<file path="src/rtl/rgb_pwm_periph.sv">
// rgb_pwm_periph -- memory-mapped three-channel PWM LED controller.
//
// Register block at BASE_ADDR (16-byte aligned), word select bus_addr[3:2]:
//   0 DUTY   [7:0] R, [15:8] G, [23:16] B duty (R/W)
//   1 CTRL   [0] EN, [1] LED, [15:8] PRESCALE (R/W)
//   2 STATUS [7:0] pwm_cnt (RO), [8] WRAP sticky (write 1 clears)
//   3 reserved (reads 0, writes ignored)
//
// Ports:
//   clk, rst_n            clock, asynchronous active-low reset
//   bus_addr/wdata/wmask  store/load address, data and byte enables
//   bus_we, bus_re        single-cycle store / load strobes
//   bus_rdata, bus_rvalid load response, one cycle after a hit load
//   RGB_R/G/B             active-low PWM LED drives
//   LED                   active-high static LED drive (CTRL.LED)
module rgb_pwm_periph #(
  parameter logic [31:0] BASE_ADDR = 32'h0000_2000
) (
  input  logic        clk,
  input  logic        rst_n,
  input  logic [31:0] bus_addr,
  input  logic [31:0] bus_wdata,
  input  logic [3:0]  bus_wmask,
  input  logic        bus_we,
  input  logic        bus_re,
  output logic [31:0] bus_rdata,
  output logic        bus_rvalid,
  output logic        RGB_R,
  output logic        RGB_G,
  output logic        RGB_B,
  output logic        LED
);

  typedef enum logic [1:0] {
    SEL_DUTY   = 2'd0,
    SEL_CTRL   = 2'd1,
    SEL_STATUS = 2'd2,
    SEL_RSVD   = 2'd3
  } reg_sel_e;

  logic [23:0] r_duty;
  logic        r_en;
  logic        r_led;
  logic [7:0]  r_prescale;
  logic [7:0]  r_pcnt;
  logic [7:0]  r_pwm_cnt;
  logic        r_wrap;
  logic [7:0]  r_sh_r, r_sh_g, r_sh_b;
  logic [2:0]  r_on;
  logic [31:0] r_rdata;
  logic        r_rvalid;

  logic        w_hit;
  reg_sel_e    w_sel;
  logic        w_wr_duty, w_wr_ctrl, w_wr_status;
  logic        w_tick, w_wrap, w_wrap_clr;
  logic [2:0]  w_on;
  logic [31:0] w_rd_val;

  assign w_hit       = (bus_addr[31:4] == BASE_ADDR[31:4]);
  assign w_sel       = reg_sel_e'(bus_addr[3:2]);
  assign w_wr_duty   = bus_we & w_hit & (w_sel == SEL_DUTY);
  assign w_wr_ctrl   = bus_we & w_hit & (w_sel == SEL_CTRL);
  assign w_wr_status = bus_we & w_hit & (w_sel == SEL_STATUS);
  assign w_wrap_clr  = w_wr_status & bus_wmask[1] & bus_wdata[8];

  // >= rather than == so a PRESCALE lowered below the running pcnt
  // terminates the prescale cycle immediately instead of waiting 256 counts.
  assign w_tick = r_en & (r_pcnt >= r_prescale);
  assign w_wrap = w_tick & (r_pwm_cnt == 8'hFF);

  assign w_on[0] = r_en & (r_pwm_cnt < r_sh_r);
  assign w_on[1] = r_en & (r_pwm_cnt < r_sh_g);
  assign w_on[2] = r_en & (r_pwm_cnt < r_sh_b);

  // Read mux sees pre-store values, so a same-cycle load+store returns old data.
  always_comb begin
    w_rd_val = '0;
    case (w_sel)
      SEL_DUTY:   w_rd_val = {8'h00, r_duty};
      SEL_CTRL:   w_rd_val = {16'h0000, r_prescale, 6'b000000, r_led, r_en};
      SEL_STATUS: w_rd_val = {23'd0, r_wrap, r_pwm_cnt};
      default:    w_rd_val = '0;
    endcase
  end

  always_ff @(posedge clk or negedge rst_n) begin
    if (!rst_n) begin
      r_duty     <= '0;
      r_en       <= 1'b0;
      r_led      <= 1'b0;
      r_prescale <= '0;
      r_pcnt     <= '0;
      r_pwm_cnt  <= '0;
      r_wrap     <= 1'b0;
      r_sh_r     <= '0;
      r_sh_g     <= '0;
      r_sh_b     <= '0;
      r_on       <= '0;
      r_rdata    <= '0;
      r_rvalid   <= 1'b0;
    end else begin
      for (int unsigned i = 0; i < 3; i++) begin
        if (w_wr_duty && bus_wmask[i]) r_duty[8*i +: 8] <= bus_wdata[8*i +: 8];
      end
      if (w_wr_ctrl && bus_wmask[0]) begin
        r_en  <= bus_wdata[0];
        r_led <= bus_wdata[1];
      end
      if (w_wr_ctrl && bus_wmask[1]) r_prescale <= bus_wdata[15:8];

      if (!r_en) begin
        r_pcnt    <= '0;
        r_pwm_cnt <= '0;
      end else if (w_tick) begin
        r_pcnt    <= '0;
        r_pwm_cnt <= r_pwm_cnt + 8'd1;
      end else begin
        r_pcnt    <= r_pcnt + 8'd1;
      end

      // Shadows track DUTY while idle so enabling starts with current duties.
      if (!r_en || w_wrap) begin
        r_sh_r <= r_duty[7:0];
        r_sh_g <= r_duty[15:8];
        r_sh_b <= r_duty[23:16];
      end

      // Set wins over a same-cycle clear.
      if (w_wrap)          r_wrap <= 1'b1;
      else if (w_wrap_clr) r_wrap <= 1'b0;

      r_on     <= w_on;
      r_rvalid <= bus_re & w_hit;
      r_rdata  <= (bus_re & w_hit) ? w_rd_val : '0;
    end
  end

  assign RGB_R      = ~r_on[0];
  assign RGB_G      = ~r_on[1];
  assign RGB_B      = ~r_on[2];
  assign LED        = r_led;
  assign bus_rdata  = r_rdata;
  assign bus_rvalid = r_rvalid;

endmodule

</file>
<file path="config.mk">
export PLATFORM = sky130hd
export DESIGN_NAME = rgb_pwm_periph
export DESIGN_NICKNAME = d
export VERILOG_FILES = /design/src/rtl/rgb_pwm_periph.sv
export SDC_FILE = /design/constraint.sdc
export NUM_CORES = 1
export LEC_CHECK = 0
export ABC_AREA = 1
export BUFFER_PORTS_ARGS = -buffer_cell sky130_fd_sc_hd__buf_2
export CAP_MARGIN = 20
export CORE_MARGIN = 4
export CORE_UTILIZATION = 55
export CTS_BUF_LIST = sky130_fd_sc_hd__clkbuf_4 sky130_fd_sc_hd__clkbuf_8 sky130_fd_sc_hd__clkbuf_16
export CTS_CLUSTER_DIAMETER = 200
export CTS_CLUSTER_SIZE = 40
export DETAILED_ROUTE_END_ITERATION = 16
export GPL_TIMING_DRIVEN = 0
export HOLD_SLACK_MARGIN = 0.1
export PLACE_DENSITY = 0.8
export SLEW_MARGIN = 20
export SYNTH_ARGS = -nofsm -noshare
export SYNTH_HDL_FRONTEND = slang
export SYNTH_SLANG_ARGS = --single-unit
</file>
<file path="constraint.sdc">
create_clock -name clk -period 3 [get_ports clk]
set_input_delay 0.15 -clock clk [delete_from_list [all_inputs] [get_ports clk]]
set_output_delay 0.15 -clock clk [all_outputs]
set_load 0.05 [all_outputs]
</file>
==> results by group, run 1 <==
Status
  • Status: complete, no violations

Synth
  • Mapped Area: 5271 µm²
  • Top_reg_cell synth: dfrtp_1
  • Avg Synthesized Cell Area: 8.699 µm²
  • Most common library cells after synthesis: nand2_1, dfrtp_1, inv_1, nor2_1, nand3_1
  • Synthesis-stage register bit count: 103
  • Mux share of post-synthesis cell area: 0%
  • Main combinational cell family by area after synthesis: simple AND/OR/NAND/NOR gates
  • Post-synthesis sequential area ratio: ~49%
  • Cell count after synthesis: 606
  • Number of synthesized flops with an enable pin: 0
  • Post-synthesis async set-or-reset flop share: 100.0%
  • Post-synthesis xor/xnor area fraction: 0.8308%
  • Share of the synthesized area in the top cell type: 48.90%
  • Synth top area cells: dfrtp_1, nand2_1, ha_1, inv_1, o21ai_2
  • Synth cell types: 32
  • Synth Area in Simple Gates: 23.83%
  • Post-Synth Adder-Cell Area: 7.358%
  • Yosys top cell by area: dfrtp_1
  • Ys Warns: 0
  • Cell with the most instances after synthesis: nand2_1
  • Post-synthesis compound-gate area fraction: 10.11%

Power
  • Pleak: 3.341 nW
  • Max VDD drop: 0.2669 mV
  • PwrDens: around 390 nW/µm²
  • Design Power: about 2.5 mW

Placement
  • Hpwl dp: 9.043 mm
  • DP Area: 5938 µm²
  • I/O Buffers: 89
  • RePlAce Congestion: 0.8495

Clock tree
  • Post-CTS setup buffers: 0
  • Clock Path Buffers: 2
  • H-Tree Depth: 3
  • Root buf cell: clkbuf_8
  • Post-CTS resize count: 0
  • Worst-path clk slew: 0.11 ns
  • Total CTS buffers: 9
  • Clock insertion delay at the later pin of the skew report: 0.39 ns
  • Total clock sinks: just over 100
  • CTS tree: yes

STA
  • Final min period: 2.184 ns
  • Period utilization: 72.79%
  • Setup TNS: 0 ns
  • Slew headroom: 57.50%
  • Worst Skew: approximately 0.015 ns
  • Fmax: 457.9 MHz
  • RSZ-0062 raised after global routing: no
  • Fin. max-slew vios: 0
  • Worst-Margin Slew: 0.6369 ns
  • Final Hold Fails: 0
  • Final setup viols: 0

Worst setup path
  • Worst path required time: 3.32 ns
  • Worst Path Class, Setup: reg -> reg
  • Worst-path fanout max: 10
  • Startpoint Class: register
  • R2r setup slk: about 0.82 ns
  • CP endpoint kind: register
  • CP arrival: approximately 2.5 ns

Drt
  • Via/cell ratio: about 5.1
  • Drt wl/cell: 14.38 µm
  • Via count: roughly 4500
  • Antenna-violating nets left: 0
  • Post-route DRC: 0
  • Final Routed Wirelength: about 13 mm
  • Drt initial violations: 207
  • DRT Pass-1 Iters: 4

Final layout
  • # fillers: roughly 740
  • Layout net count: 843
  • Fin area: 6411 µm²
  • Multi-input logic area: 2251 µm²
  • Antenna cells: 0
  • Storage cell area: 2577 µm²
  • Synth-to-layout area growth: 21.62%
  • Layout cells sized above 1: 23.22%

Die
  • Die height: ~110 µm
  • Initial core utilization: 56.78%
  • Core Region: between 9000 and 10000 µm²
  • Die width: 105.9 µm
  • Row Count: 35
  • I/O pin count: 109
  • Die Area: 11210 µm²

Global route
  • Vias in the first global route: 4655
  • First-pass GRT wire length: 21.24 mm
  • Antenna violations before repair: 0
  • GRT Total Usage: between 20% and 30%
  • Gr ovfl total: 0
  • Largest net degree at the start of global routing: 81

Hold path
  • Worst Hold Class: in -> reg

Job
  • Max-cap violations: 0
[timing repair]
action	CTS	global route
endpoints found under the hold margin	140	0
setup endpoints to repair	0	0
hold buffers	26	0
[area by class of cell]
type                            instances  share of cell area (%)
Tap cell                              129                   2.518
Buffer                                 25                   2.635
Inverter                               80                   4.684
Clock buffer                           10                   2.147
Multi-Input combinational cell        405                   35.11
Clock inverter                          6                   1.171
Timing Repair Buffer                  116                   11.53
Sequential cell                       103                   40.20
[flip-flops by register name, indices dropped and copies added (netlist names), 3 cells and up]
signal / count
r_duty: 24
r_sh_r: 8
r_pwm_cnt: 8
r_on: 3
r_pcnt: 8
r_sh_g: 8
r_prescale: 8
bus_rdata: 24
r_sh_b: 8
[critical path, stage by stage, from the launching register on]
cell,delay [ns]
dfrtp_1,0.38
inv_1,0.08
ha_1,0.31
a21oi_1,0.15
nor2_1,0.05
nor2_1,0.20
nand3_2,0.27
nand3_4,0.19
buf_2,0.25
nand3_1,0.12
nand2_1,0.10
[kinds of logic (layout without fill, tap and decap cells)]
logic type	count (synthesis)	in the layout
other cells	1	8
simple gates	282	282
buf+inv	105	237
flops	103	103
fa+ha+maj	31	31
compound gates	79	79
xor+xnor	5	5
[final timing paths]
| check | start | end | depth (start not counted) |
|---|---|---|---|
| max in group asynchronous | rst_n | r_pcnt[5] | 3 |
| max reg2reg | r_prescale[5] | r_sh_r[6] | 10 |
| max | r_prescale[5] | r_sh_r[6] | 10 |
| min in group asynchronous | rst_n | r_prescale[5] | 2 |
| min reg2reg | r_pcnt[0] | r_pcnt[0] | 1 |
| min | bus_addr[2] | bus_rdata[2] | 4 |
[cell usage in the layout (no fill, tap or decap), types with 2 or more instances in the layout]
cell           synthesis  routed
a21oi_1               29      29
a31oi_1                3       3
buf_2                  6      94
buf_4                 10      10
buf_6                  4       5
clkbuf_1               5       5
clkbuf_8               0      10
conb_1                 1       8
dfrtp_1              103     103
dlygate4sd3_1          0      26
ha_1                  31      31
inv_1                 79      79
inv_6                  0       2
nand2_1              176     176
nand2_2                5       5
nand3_1               34      34
nand4_1                8       8
nand4_4                4       4
nor2_1                47      47
o21a_1                 3       3
o21ai_0               10      10
o21ai_2               32      32
xnor2_1                2       2
xor2_1                 3       3
[metal layers]
layer  vias up  wire (µm)  GRT usage [%]
li1       2172          -              -
met1      2146       5096          28.11
met2       123       6466          41.89
met3        30        607          4.493
met4         0        396          10.55
met5         -          0              0
[through the flow]
step / cells / hold slack (ns) / setup WS [ns] / util (%)
after floorplan: 613 / -0.1456 / 1.274 / -
after global placement: 831 / 0.3992 / 0.7595 / 63.60
after detailed placement: 832 / 0.02807 / 0.8661 / 63.96
after CTS: 874 / 0.1591 / 0.8330 / 69.06
after global routing: 874 / 0.1830 / 0.6564 / 69.06
final: 874 / 0.1760 / 0.8162 / 69.06
[report_power, final]
group | internal, mW | total, mW | switching, mW
registers | 1.39 | 1.39 | 0.0000000106
clock network | 0.422 | 0.926 | 0.504
logic | 0.0690 | 0.169 | 0.0998
total | 1.88 | 2.48 | 0.604
(Power assumes the default switching activity.)
==> inputs of run 2 (changes only) <==
Clock period 3 ns to 2.05 ns, I/O delays scaled along.
==> results by group, run 2 (synthesis gave the netlist of run 1 again) <==
Status
  • Status: complete, no violations

Final layout
  • Most frequent cells in the layout: nand2_1, dfrtp_1, buf_2
  • Layout net count: 848 (+0.59%)
  • Most common cell after layout, fill and taps aside: nand2_1
  • Layout cells sized above 1: 24.13% (+0.91 points)
  • Final Util: 69.81% (+0.75 points)
  • # fillers: 734 (-0.54%)
  • Antenna cells: 0 (unchanged)
  • Synth-to-layout area growth: 22.95%
  • Non-Filler Instances: 879 (+0.57%)

Drt
  • Antenna-violating nets left: 0 (unchanged)
  • Drt wl/cell: 14.34 µm (-0.23%)
  • Post-route DRC: 0 (unchanged)
  • DRT Pass-1 Iters: 5 (+1)
  • Via/cell ratio: 5.080 (-0.70%)
  • Via count: 4465 (-0.13%)
  • Final Routed Wirelength: 12.61 mm (+0.34%)
  • Drt initial violations: 256 (+24%)

STA
  • Fin. max-slew vios: 0 (unchanged)
  • Slew headroom: 57.50% (about the same)
  • Period utilization: 93.82% (+21 points)
  • Worst-Margin Slew: 0.6368 ns (-0.00001389 ns)
  • Fmax: 520.0 MHz (+14%)
  • Final Hold Fails: 0 (unchanged)
  • Setup TNS: 0 ns (unchanged)
  • Worst Skew: 0.01544 ns (+0.0006335 ns)
  • Final min period: 1.923 ns (-0.2606 ns)
  • Final setup viols: 0 (unchanged)
  • RSZ-0062 raised after global routing: no

Power
  • Int Power: 2.748 mW (+46%)
  • Clock power frac: 37.3% (about the same)
  • Switching share of total power: 24.38% (+0.040 points)
  • Design Power: 3.634 mW (+46%)
  • P_sw: 885.9 µW (+47%)
  • Flop pwr share: 55.9% (about the same)
  • PwrDens: 560.7 nW/µm² (+45%)
  • Comb power frac: 6.8% (about the same)
  • Max VDD drop: 0.3901 mV (+46%)
  • Pleak: 3.373 nW (+0.95%)

Clock tree
  • Total CTS buffers: 9 (unchanged)
  • CTS tree: yes
  • H-Tree Depth: 3 (unchanged)
  • Clock insertion delay at the later pin of the skew report: 0.39 ns (about the same)
  • Total clock sinks: 103 (unchanged)
  • Root buf cell: clkbuf_8
  • Clock Path Buffers: 2 (unchanged)
  • Worst-path clk slew: 0.11 ns (about the same)

Worst setup path
  • Worst Path Class, Setup: reg -> reg
  • Worst path required time: 2.38 ns (-0.94 ns)
  • CP endpoint kind: register
  • CP arrival: 2.25 ns (-0.25 ns)
  • Worst-path fanout max: 10 (unchanged)
  • Startpoint Class: register

Die
  • Die width: 105.9 µm (unchanged)
  • I/O pin count: 109 (unchanged)
  • Die Area: 11210 µm² (unchanged)
  • Die height: 105.9 µm (unchanged)
  • Initial core utilization: 56.78% (unchanged)
  • Core Region: 9284 µm² (unchanged)
  • Row Count: 35 (unchanged)

Global route
  • Gr ovfl total: 0 (unchanged)
  • GRT Total Usage: 23.70% (about the same)
  • First-pass GRT wire length: 21.21 mm (-0.13%)
  • Largest net degree at the start of global routing: 81 (unchanged)
  • Vias in the first global route: 4645 (-0.21%)
  • Antenna violations before repair: 0 (unchanged)

Job
  • Max-cap violations: 0 (unchanged)

Placement
  • I/O Buffers: 89 (unchanged)
  • RePlAce Congestion: 0.8495 (unchanged)
  • Dpl cells: 832 (unchanged)
  • Hpwl dp: 9.043 mm (unchanged)

Hold path
  • Worst Hold Class: in -> reg
==> run 2: cell count changes in the layout (fill, tap and decap cells not counted), sizes merged <==
| cell | delta |
|---|---|
| buf | +5 |
==> run 2: cell type report <==
type	count	area (µm²)	share of cell area [%]
multi-input combinational	405	2263	34.92
tap	129	161.4	2.490
inverter	80	300.3	4.633
buffer	25	188.9	2.915
clock buffer	10	137.6	2.124
sequential	103	2577	39.77
timing repair buffer	121	777.0	11.99
clock inverter	6	75.07	1.158
==> run 2: path summary, 6_finish.rpt <==
kind                                from            end  slack (ns)  cells after the start
min reg2reg                    r_pcnt[0]      r_pcnt[0]        0.50                      1
max                        r_prescale[5]      r_sh_b[5]        0.13                     11
min in group asynchronous          rst_n  r_prescale[5]        0.16                      2
max reg2reg                r_prescale[5]      r_sh_b[5]        0.13                     11
max in group asynchronous          rst_n      r_pcnt[5]        1.24                      3
min                          bus_addr[2]   bus_rdata[2]        0.12                      4
==> run 2: power groups by stage <==
| stage | Sequential [mW] | Combinational (mW) | Clock [mW] |
|---|---|---|---|
| 2_1_floorplan | 2.07 | 0.0855 | 0 |
| 3_3_place_gp | 2.07 | 0.194 | 0 |
| 3_5_place_dp | 2.07 | 0.208 | 0 |
| 4_1_cts | 2.03 | 0.247 | 1.38 |
| 5_1_grt | 2.03 | 0.272 | 1.46 |
| 6_report | 2.03 | 0.247 | 1.36 |
==> run 2: through the flow <==
| stage | hold WS (ns) | setup slack [ns] | cell area (µm²) |
|---|---|---|---|
| global route | 0.1309 | 0.006320 | 6481 |
| finish | 0.1219 | 0.1268 | 6481 |
| CTS | 0.1116 | 0.007680 | 6421 |
| floorplan | -0.1931 | 0.3235 | 5298 |
| global placement | 0.3517 | -0.1430 | 5904 |
| detailed placement | -0.01943 | -0.08388 | 5938 |
==> run 2: worst max-delay path, stage by stage, from the launching register on <==
cell,delay (ns)
dfrtp_1,0.38
inv_1,0.08
ha_1,0.30
nand2_1,0.07
nor2_2,0.13
nand4_1,0.18
nand3_4,0.18
nand3_4,0.12
nand2_4,0.13
buf_6,0.15
nand2_1,0.07
nand2_1,0.06
==> run 2: what timing repair did <==
item,4_1_cts,5_1_grt
setup buffers,0,5
pin swaps,1,5
setup endpoints to repair,23,27
gates resized for setup,3,9
endpoints found under the hold margin,143,0
hold buffers,26,0
==> run 2: per-layer routing <==
layer / global-route usage (%) / part of all wire, % / vias up
met3: 4.979 / 4.5 / 32
met5: 0 / 0 / -
met1: 28.23 / 41 / 2148
met4: 9.436 / 3.0 / 0
met2: 41.89 / 52 / 103
li1: - / - / 2182
